### config.mk
export PLATFORM = sky130hd
export DESIGN_NAME = vga_timing_gen
export DESIGN_NICKNAME = d
export VERILOG_FILES = /design/src/rtl/vga_timing_gen.sv
export SDC_FILE = /design/constraint.sdc
export NUM_CORES = 1
export LEC_CHECK = 0
export ABC_AREA = 0
export CAP_MARGIN = 20
export CORE_MARGIN = 5
export CORE_UTILIZATION = 48
export DETAILED_ROUTE_END_ITERATION = 8
export PLACE_DENSITY = 0.75
export SLEW_MARGIN = 20
export SYNTH_ARGS = -nofsm -noshare
export SYNTH_HDL_FRONTEND = slang
export SYNTH_SLANG_ARGS = --single-unit
### constraint.sdc
create_clock -name CLOCK_50 -period 3.23 [get_ports CLOCK_50]
set_input_delay 0.323 -clock CLOCK_50 [delete_from_list [all_inputs] [get_ports CLOCK_50]]
set_output_delay 0.323 -clock CLOCK_50 [all_outputs]
set_load 0.05 [all_outputs]
### src/rtl/vga_timing_gen.sv
// VGA timing generator: pixel-tick divider, h/v scan counters, registered sync/blank/RGB
// outputs and a one-pixel-ahead request to the pixel source.
module vga_timing_gen #(
  parameter int H_ACTIVE = 640,
  parameter int H_FP     = 16,
  parameter int H_SYNC   = 96,
  parameter int H_BP     = 48,
  parameter int V_ACTIVE = 480,
  parameter int V_FP     = 10,
  parameter int V_SYNC   = 2,
  parameter int V_BP     = 33,
  parameter int CLK_DIV  = 2,
  parameter bit HS_POL   = 1'b0,
  parameter bit VS_POL   = 1'b0,
  parameter int COLOR_W  = 8
) (
  input  logic               CLOCK_50,
  input  logic               RESET_N,
  input  logic               enable,
  output logic               req,
  output logic [9:0]         req_x,
  output logic [9:0]         req_y,
  input  logic [COLOR_W-1:0] pix_r,
  input  logic [COLOR_W-1:0] pix_g,
  input  logic [COLOR_W-1:0] pix_b,
  output logic [COLOR_W-1:0] VGA_R,
  output logic [COLOR_W-1:0] VGA_G,
  output logic [COLOR_W-1:0] VGA_B,
  output logic               VGA_HS,
  output logic               VGA_VS,
  output logic               VGA_BLANK_N,
  output logic               VGA_SYNC_N,
  output logic               VGA_CLK,
  output logic               frame_start
);

  localparam int H_TOTAL = H_ACTIVE + H_FP + H_SYNC + H_BP;
  localparam int V_TOTAL = V_ACTIVE + V_FP + V_SYNC + V_BP;
  localparam int HW = $clog2(H_TOTAL);
  localparam int VW = $clog2(V_TOTAL);
  localparam int DW = $clog2(CLK_DIV);

  localparam logic [HW-1:0] H_LAST = HW'(H_TOTAL - 1);
  localparam logic [HW-1:0] H_ACT  = HW'(H_ACTIVE);
  localparam logic [HW-1:0] H_SS   = HW'(H_ACTIVE + H_FP);
  localparam logic [HW-1:0] H_SE   = HW'(H_ACTIVE + H_FP + H_SYNC);
  localparam logic [VW-1:0] V_LAST = VW'(V_TOTAL - 1);
  localparam logic [VW-1:0] V_ACT  = VW'(V_ACTIVE);
  localparam logic [VW-1:0] V_SS   = VW'(V_ACTIVE + V_FP);
  localparam logic [VW-1:0] V_SE   = VW'(V_ACTIVE + V_FP + V_SYNC);
  localparam logic [DW-1:0] DIV_LAST = DW'(CLK_DIV - 1);
  localparam logic [DW-1:0] CLK_HI   = DW'((CLK_DIV + 1) / 2);

  typedef struct packed {
    logic               req;
    logic [9:0]         req_x;
    logic [9:0]         req_y;
    logic [COLOR_W-1:0] r;
    logic [COLOR_W-1:0] g;
    logic [COLOR_W-1:0] b;
    logic               hs;
    logic               vs;
    logic               blank_n;
    logic               vga_clk;
    logic               frame_start;
  } out_t;

  localparam out_t OUT_RST = '{
    req: 1'b0, req_x: '0, req_y: '0, r: '0, g: '0, b: '0,
    hs: ~HS_POL, vs: ~VS_POL, blank_n: 1'b0, vga_clk: 1'b0, frame_start: 1'b0
  };

  logic [DW-1:0] div, div_nxt;
  logic [HW-1:0] h, h_nxt;
  logic [VW-1:0] v, v_nxt;
  logic          parked;
  logic          tick, active, nxt_active, in_hs, in_vs;
  out_t          o;

  // NOTE: every always_comb output gets a value on every path, so no latches are inferred.
  always_comb begin
    tick       = (div == DIV_LAST);
    div_nxt    = tick ? '0 : div + 1'b1;
    h_nxt      = (h == H_LAST) ? '0 : h + 1'b1;
    v_nxt      = v;
    if (h == H_LAST) v_nxt = (v == V_LAST) ? '0 : v + 1'b1;
    active     = (h < H_ACT) && (v < V_ACT);
    nxt_active = (h_nxt < H_ACT) && (v_nxt < V_ACT);
    in_hs      = (h >= H_SS) && (h < H_SE);
    in_vs      = (v >= V_SS) && (v < V_SE);
  end

  // NOTE: sequential state uses non-blocking assignments so all registers update together.
  always_ff @(posedge CLOCK_50 or negedge RESET_N) begin
    if (!RESET_N) begin
      div    <= '0;
      h      <= '0;
      v      <= '0;
      parked <= 1'b1;
      o      <= OUT_RST;
    end else if (!enable) begin
      div    <= '0;
      h      <= '0;
      v      <= '0;
      parked <= 1'b1;
      o      <= OUT_RST;
    end else begin
      o.req         <= 1'b0;
      o.frame_start <= 1'b0;
      if (parked) begin
        // Leaving park behaves like a tick: request (0,0) now, first real tick CLK_DIV later.
        parked    <= 1'b0;
        div       <= '0;
        o.vga_clk <= 1'b1;
        o.req     <= 1'b1;
        o.req_x   <= '0;
        o.req_y   <= '0;
      end else begin
        div       <= div_nxt;
        o.vga_clk <= (div_nxt < CLK_HI);
        if (tick) begin
          h             <= h_nxt;
          v             <= v_nxt;
          o.hs          <= in_hs ? HS_POL : ~HS_POL;
          o.vs          <= in_vs ? VS_POL : ~VS_POL;
          o.blank_n     <= active;
          o.r           <= active ? pix_r : '0;
          o.g           <= active ? pix_g : '0;
          o.b           <= active ? pix_b : '0;
          o.frame_start <= (h == '0) && (v == '0);
          if (nxt_active) begin
            o.req   <= 1'b1;
            o.req_x <= 10'(h_nxt);
            o.req_y <= 10'(v_nxt);
          end
        end
      end
    end
  end

  assign req         = o.req;
  assign req_x       = o.req_x;
  assign req_y       = o.req_y;
  assign VGA_R       = o.r;
  assign VGA_G       = o.g;
  assign VGA_B       = o.b;
  assign VGA_HS      = o.hs;
  assign VGA_VS      = o.vs;
  assign VGA_BLANK_N = o.blank_n;
  assign VGA_CLK     = o.vga_clk;
  assign frame_start = o.frame_start;
  assign VGA_SYNC_N  = 1'b0;

endmodule

Yosys cells after proc, flatten, opt, wreduce, memory -nomap -nowiden --
Cells that the tools add are included.
Storage, ports and cells: bits in registers 72, bits of input ports 27
Operators by class: $add $sub $neg 3, magnitude comparators 9, eq/ne operators 6, muxes and demuxes 26, reduce and logical (&&, ||, !) cells 9
Operators with widths (number):
- 2-to-1 mux 10 bit | 9
- 2-to-1 mux 50 bit | 1
- 2-to-1 mux 48 bit | 1
- 2-to-1 mux 21 bit | 2
- less-than comparator 10 bit (second input constant) | 3
- less-than comparator 10 x 9 -> 1 bit (second input constant) | 3
- 2-to-1 mux 27 bit | 1
- 2-to-1 mux 8 bit | 3
- adder 10 x 1 -> 10 bit (second input constant) | 2
- equality test 10 bit (second input constant) | 2
- logical NOT 10 bit | 2
- greater-or-equal comparator 10 bit (second input constant) | 1
- greater-or-equal comparator 10 x 9 -> 1 bit (second input constant) | 1
- 2-to-1 mux 1 bit | 9
- != test 3 x 1 -> 1 bit (second input constant) | 2
- logical AND 1 bit | 5
- AND reduction 2 bit | 2
- != test 2 x 1 -> 1 bit (second input constant) | 1
- != test 2 bit (second input constant) | 1
- adder 1 bit (second input constant) | 1
- less-than comparator 1 bit (second input constant) | 1

Longest topological paths before layout --
depth in word-level cells 9, mapped depth 10, depth with buffers taken out 8

Worst setup path before layout --
Ideal clock, no wire load.
kind reg2reg, from reg h[0], to reg, netlist name req_x[1], library setup time 0.122 ns, arrival 2.361 ns, setup slack 0.748 ns, cell stages (with the launch flop) 9, path buffers 1, period minus slack after synthesis 2.482 ns, path through dfrtp_1 -> ha_1 -> nand3_1 -> or3_4 -> or3_4 -> a31oi_4 -> a41oi_4 -> buf_6 -> a32o_1
On the way: word-level cells in the longest chain between the ends 6, elaborated cells between the ends (all ways) 13, classes of those cells add/sub (1); order compare (2); eq/ne (2); mux (6); reduce/logical (2)
Ends and longest elaborated chain:
- start, declared | RTL line 74 | logic [HW-1:0] h, h_nxt;
- start signal, assigned | RTL line 122 | h <= h_nxt;
- adder 10 x 1 -> 10 bit or equality test 10 bit (tied branches) | RTL line 84, 86
- 2-to-1 mux 10 bit (on tied branches) | RTL line 84, 86
- less-than comparator 10 bit (tied with other cells) | RTL line 88 | nxt_active = (h_nxt < H_ACT) && (v_nxt < V_ACT);
- logical AND 1 bit or 2-to-1 mux 48 bit (tied branches) | RTL line 88, 121
- != test 3 x 1 -> 1 bit (no line) or 2-to-1 mux 21 bit (tied branches)
- AND reduction 2 bit (no line) or 2-to-1 mux 50 bit (tied branches)
Several ways; a longest one is shown, not always the timed one. The select of a mux whose other input is x is not followed. A chain may end at the register's enable or synchronous reset.

Final worst setup path --
from reg h[0], to reg, netlist name req_x[0]
On the way: word-level cells in the longest chain between the ends 6, elaborated cells between the ends (all ways) 13, classes of those cells add/sub (1); order compare (2); eq/ne (2); mux (6); reduce/logical (2)
Ends and longest elaborated chain (RTL line):
- adder 10 x 1 -> 10 bit or equality test 10 bit (tied branches) | 84, 86
- 2-to-1 mux 10 bit (on tied branches) | 84, 86
- less-than comparator 10 bit (tied with other cells) | 88
- logical AND 1 bit or 2-to-1 mux 48 bit (tied branches) | 88, 121
- != test 3 x 1 -> 1 bit (no line) or 2-to-1 mux 21 bit (tied branches)
- AND reduction 2 bit (no line) or 2-to-1 mux 50 bit (tied branches)
Several ways; a longest one is shown, not always the timed one. The select of a mux whose other input is x is not followed.

==> impl_metrics.tcl <==
set metrics [dict create \
    final_antenna_net_count 0 \
    crit_required_ps 3510 \
    cts-root-buf "clkbuf_8" \
    final_core_util 0.637 \
    htree_levels 3 \
    cts_max_path_buffers 2 \
    maxCapViolations 0 \
    initial_core_util 0.491 \
    unrepaired_setup_endpoints_after_global_routing "no" \
    ys_ff_latch 72 \
    clk_transition_reported_paths_ps 70 \
    area.sequential_um2 1810 \
    drv_slew 0 \
    ys_top_cells_by_count "dfrtp_1 (69), a22o_1 (30), nand2_1 (24)" \
    antenna_violations_before_repair 0 \
    power.static_leakage_nw 1.93 \
    post-cts-setup-buffers 0 \
    setup_tns_ps 0 \
    placement_rows 31 \
    core_area_um2 7210 \
    cts_hold_buffers 0 \
    worst_path_max_fanout 15 \
    syn-mean-instance-area_um2 10.9 \
    drt_iter0_drcs 172 \
    violations "hold timing" \
    grt_pass1_vias 2955 \
    critPathCaptureType "flop" \
    post_cts_resized 0 \
    timing.max_slew.rel_slack 0.432 \
    final_cell_count_no_fill 499 \
    clk_latency_ps 350 \
    route.detailed.wl_per_inst_um 17.0 \
    yosys.cell_count.top_type "dfrtp_1" \
    outcome "finished with violations" \
    ys_types 55 \
    layout.nets 426 \
    synthesis.area_um2 3540 \
    arrival_ps 3330 \
    register_area_share_after_synthesis 0.509 \
    timing.clock.skew_ps 9.97 \
    area_growth_pct 29.6 \
    start_kind "flop" \
    finalHoldWorstSlack_ps -5.06 \
    grt_max_degree 51 \
    synthTopCellsByArea "dfrtp_1 (49%), a22o_1 (7.4%), a32o_1 (3.1%)" \
    timing.final.ws_setup_ps 183 \
    grtUsageTotal 0.199 \
    remaining_drc_errors 0 \
    multi_input_area_um2 1580 \
    postSynth.topFlopCell "dfrtp_1" \
    layout_min_cycle_time_ps 3050 \
    die_area_um2 9200 \
    chipHeight_um 95.9 \
    vias 2861 \
    finalWirelength_um 8510 \
    path_class "flop to flop" \
    timing.final.crit_share 0.943 \
    fraction_of_final_layout_cells_sized_beyond_drive_strength_1 0.105 \
    setup_viol_count_final 0 \
    chip_width_um 95.9 \
    global_route.overflow_total 0 \
    p_per_area_nw_per_um2 417 \
    worst-slew-pin-transition_ps 845 \
    synth_top_area_cell "dfrtp_1" \
    ys.warnings.count 0 \
    hpwl_um 6180 \
    cts_sinks 72 \
    synth_nets 356 \
    synth-async-reset-ratio 1.00 \
    cell_count_after_synthesis 325 \
    yosysTopAreaCellShare 0.487 \
    grt_first_pass_wirelength_um 14300 \
    timing.final.hold_violations 18 \
    clock.fmax_mhz 328 \
    fill_cells 611 \
    n_antenna_cell 0 \
    timing.hold.worst.class "input pin to async pin" \
    via_per_inst 5.73 \
    synth_edf_count 0 \
    numCtsBuffers 9 \
    max-vdd-ir-drop_mv 0.238 \
    port-buffer-count 76 \
    preCtsSetupSlack_ps 246 \
    ioPinCount 78 \
    drt-pass1-iter-count 4 \
    cts_tree "built" \
    post-place-cells 483 \
    globalplace.congestion 0.913 \
]
## worst max-delay path, cell delays in order, from the launching register on
cell and delay (ps):
dfrtp_1 430, ha_1 290, nand3_1 210, or3_4 450, or3_4 420, a31oi_4 270
and3_1 650, a32o_1 270
## metal layers
metal | vias to the layer above | wire length, µm | track usage | part of all wire
met5 | - | 0 | 0 | 0
met4 | 0 | 89 | 0.0616 | 0.010
met3 | 11 | 577 | 0.0688 | 0.068
met2 | 98 | 4060 | 0.318 | 0.48
met1 | 1393 | 3780 | 0.255 | 0.44
li1 | 1359 | - | - | -
## through the flow
step                      area, µm²  hold WS (ps)  power, mW
after floorplan                3540          27.4       1.03
final                          4590         -5.06       1.91
after global routing           4590          22.3       2.00
after detailed placement       4360           477       1.13
after CTS                      4590           196       1.94
after global placement         4360           460       1.12
## state kept, by name, indices dropped and copies added (netlist names)
| register | flops |
|---|---|
| h | 10 |
| VGA_B | 8 |
| VGA_BLANK_N | 1 |
| VGA_CLK | 1 |
| VGA_VS | 1 |
| VGA_R | 8 |
| v | 10 |
| req_x | 10 |
| parked | 1 |
| req_y | 10 |
| VGA_HS | 1 |
| frame_start | 1 |
| VGA_G | 8 |
| req | 1 |
| div | 1 |
## cells by family after synthesis
family | count (synthesis) | share of synthesized area
AO/OA/AOI/OAI | 96 | 0.221
other | 1 | 0.00106
flip-flops | 72 | 0.509
AND/OR/NAND/NOR | 99 | 0.158
adder cells (fa/ha/maj) | 4 | 0.0141
XOR/XNOR | 16 | 0.0395
multiplexers | 3 | 0.00847
buffers and inverters | 34 | 0.0484
## path summary, 6_finish.rpt
path / from / to / slack, ps / cells after the start
hold reg to reg: req_y[9]$_DFFE_PN0P_ / req_y[9]$_DFFE_PN0P_ / 490 / 1
min in group CLOCK_50: req_y[9]$_DFFE_PN0P_ / req_y[9]$_DFFE_PN0P_ / 490 / 1
setup reg to reg: h[0]$_DFFE_PN0P_ / req_x[0]$_DFFE_PN0P_ / 180 / 7
hold / removal: RESET_N / VGA_B[4]$_DFFE_PN0P_ / -5 / 1
max in group asynchronous: RESET_N / parked$_DFF_PN1_ / 2580 / 2
setup / recovery: h[0]$_DFFE_PN0P_ / req_x[0]$_DFFE_PN0P_ / 180 / 7
## cell type report
| type | count | area share |
|---|---|---|
| well taps | 99 | 0.0270 |
| clock inverters | 4 | 0.0166 |
| multi-input cells | 219 | 0.343 |
| flip-flops and latches | 72 | 0.393 |
| inverters | 8 | 0.00654 |
| repair buffers | 85 | 0.180 |
| clock buffers | 12 | 0.0338 |
## cell usage in the layout (no fill, tap or decap), types with 5 or more instances in the layout
cell,netlist,layout
and3_1,5,5
a22o_1,30,30
o21ai_0,13,13
nand3_1,9,9
a21o_1,7,7
clkdlybuf4s50_1,0,75
o31ai_1,8,8
a21oi_1,7,6
nand2_1,24,24
a32o_1,11,11
clkbuf_8,0,11
xor2_1,5,5
nor2_1,14,14
nand4_1,11,11
inv_1,7,7
xnor2_1,11,11
a31oi_1,5,5
buf_4,2,10
dfrtp_1,69,69
nor4_1,6,6
## report_power, final
part | internal, mW | total, mW | switching, mW | leakage (nW)
registers | 0.916 | 0.928 | 0.0114 | 0.987
clock network | 0.479 | 0.804 | 0.326 | 0.113
logic | 0.0689 | 0.181 | 0.112 | 0.826
total | 1.46 | 1.91 | 0.449 | 1.93
No activity file was read; power rests on OpenSTA's default activity.
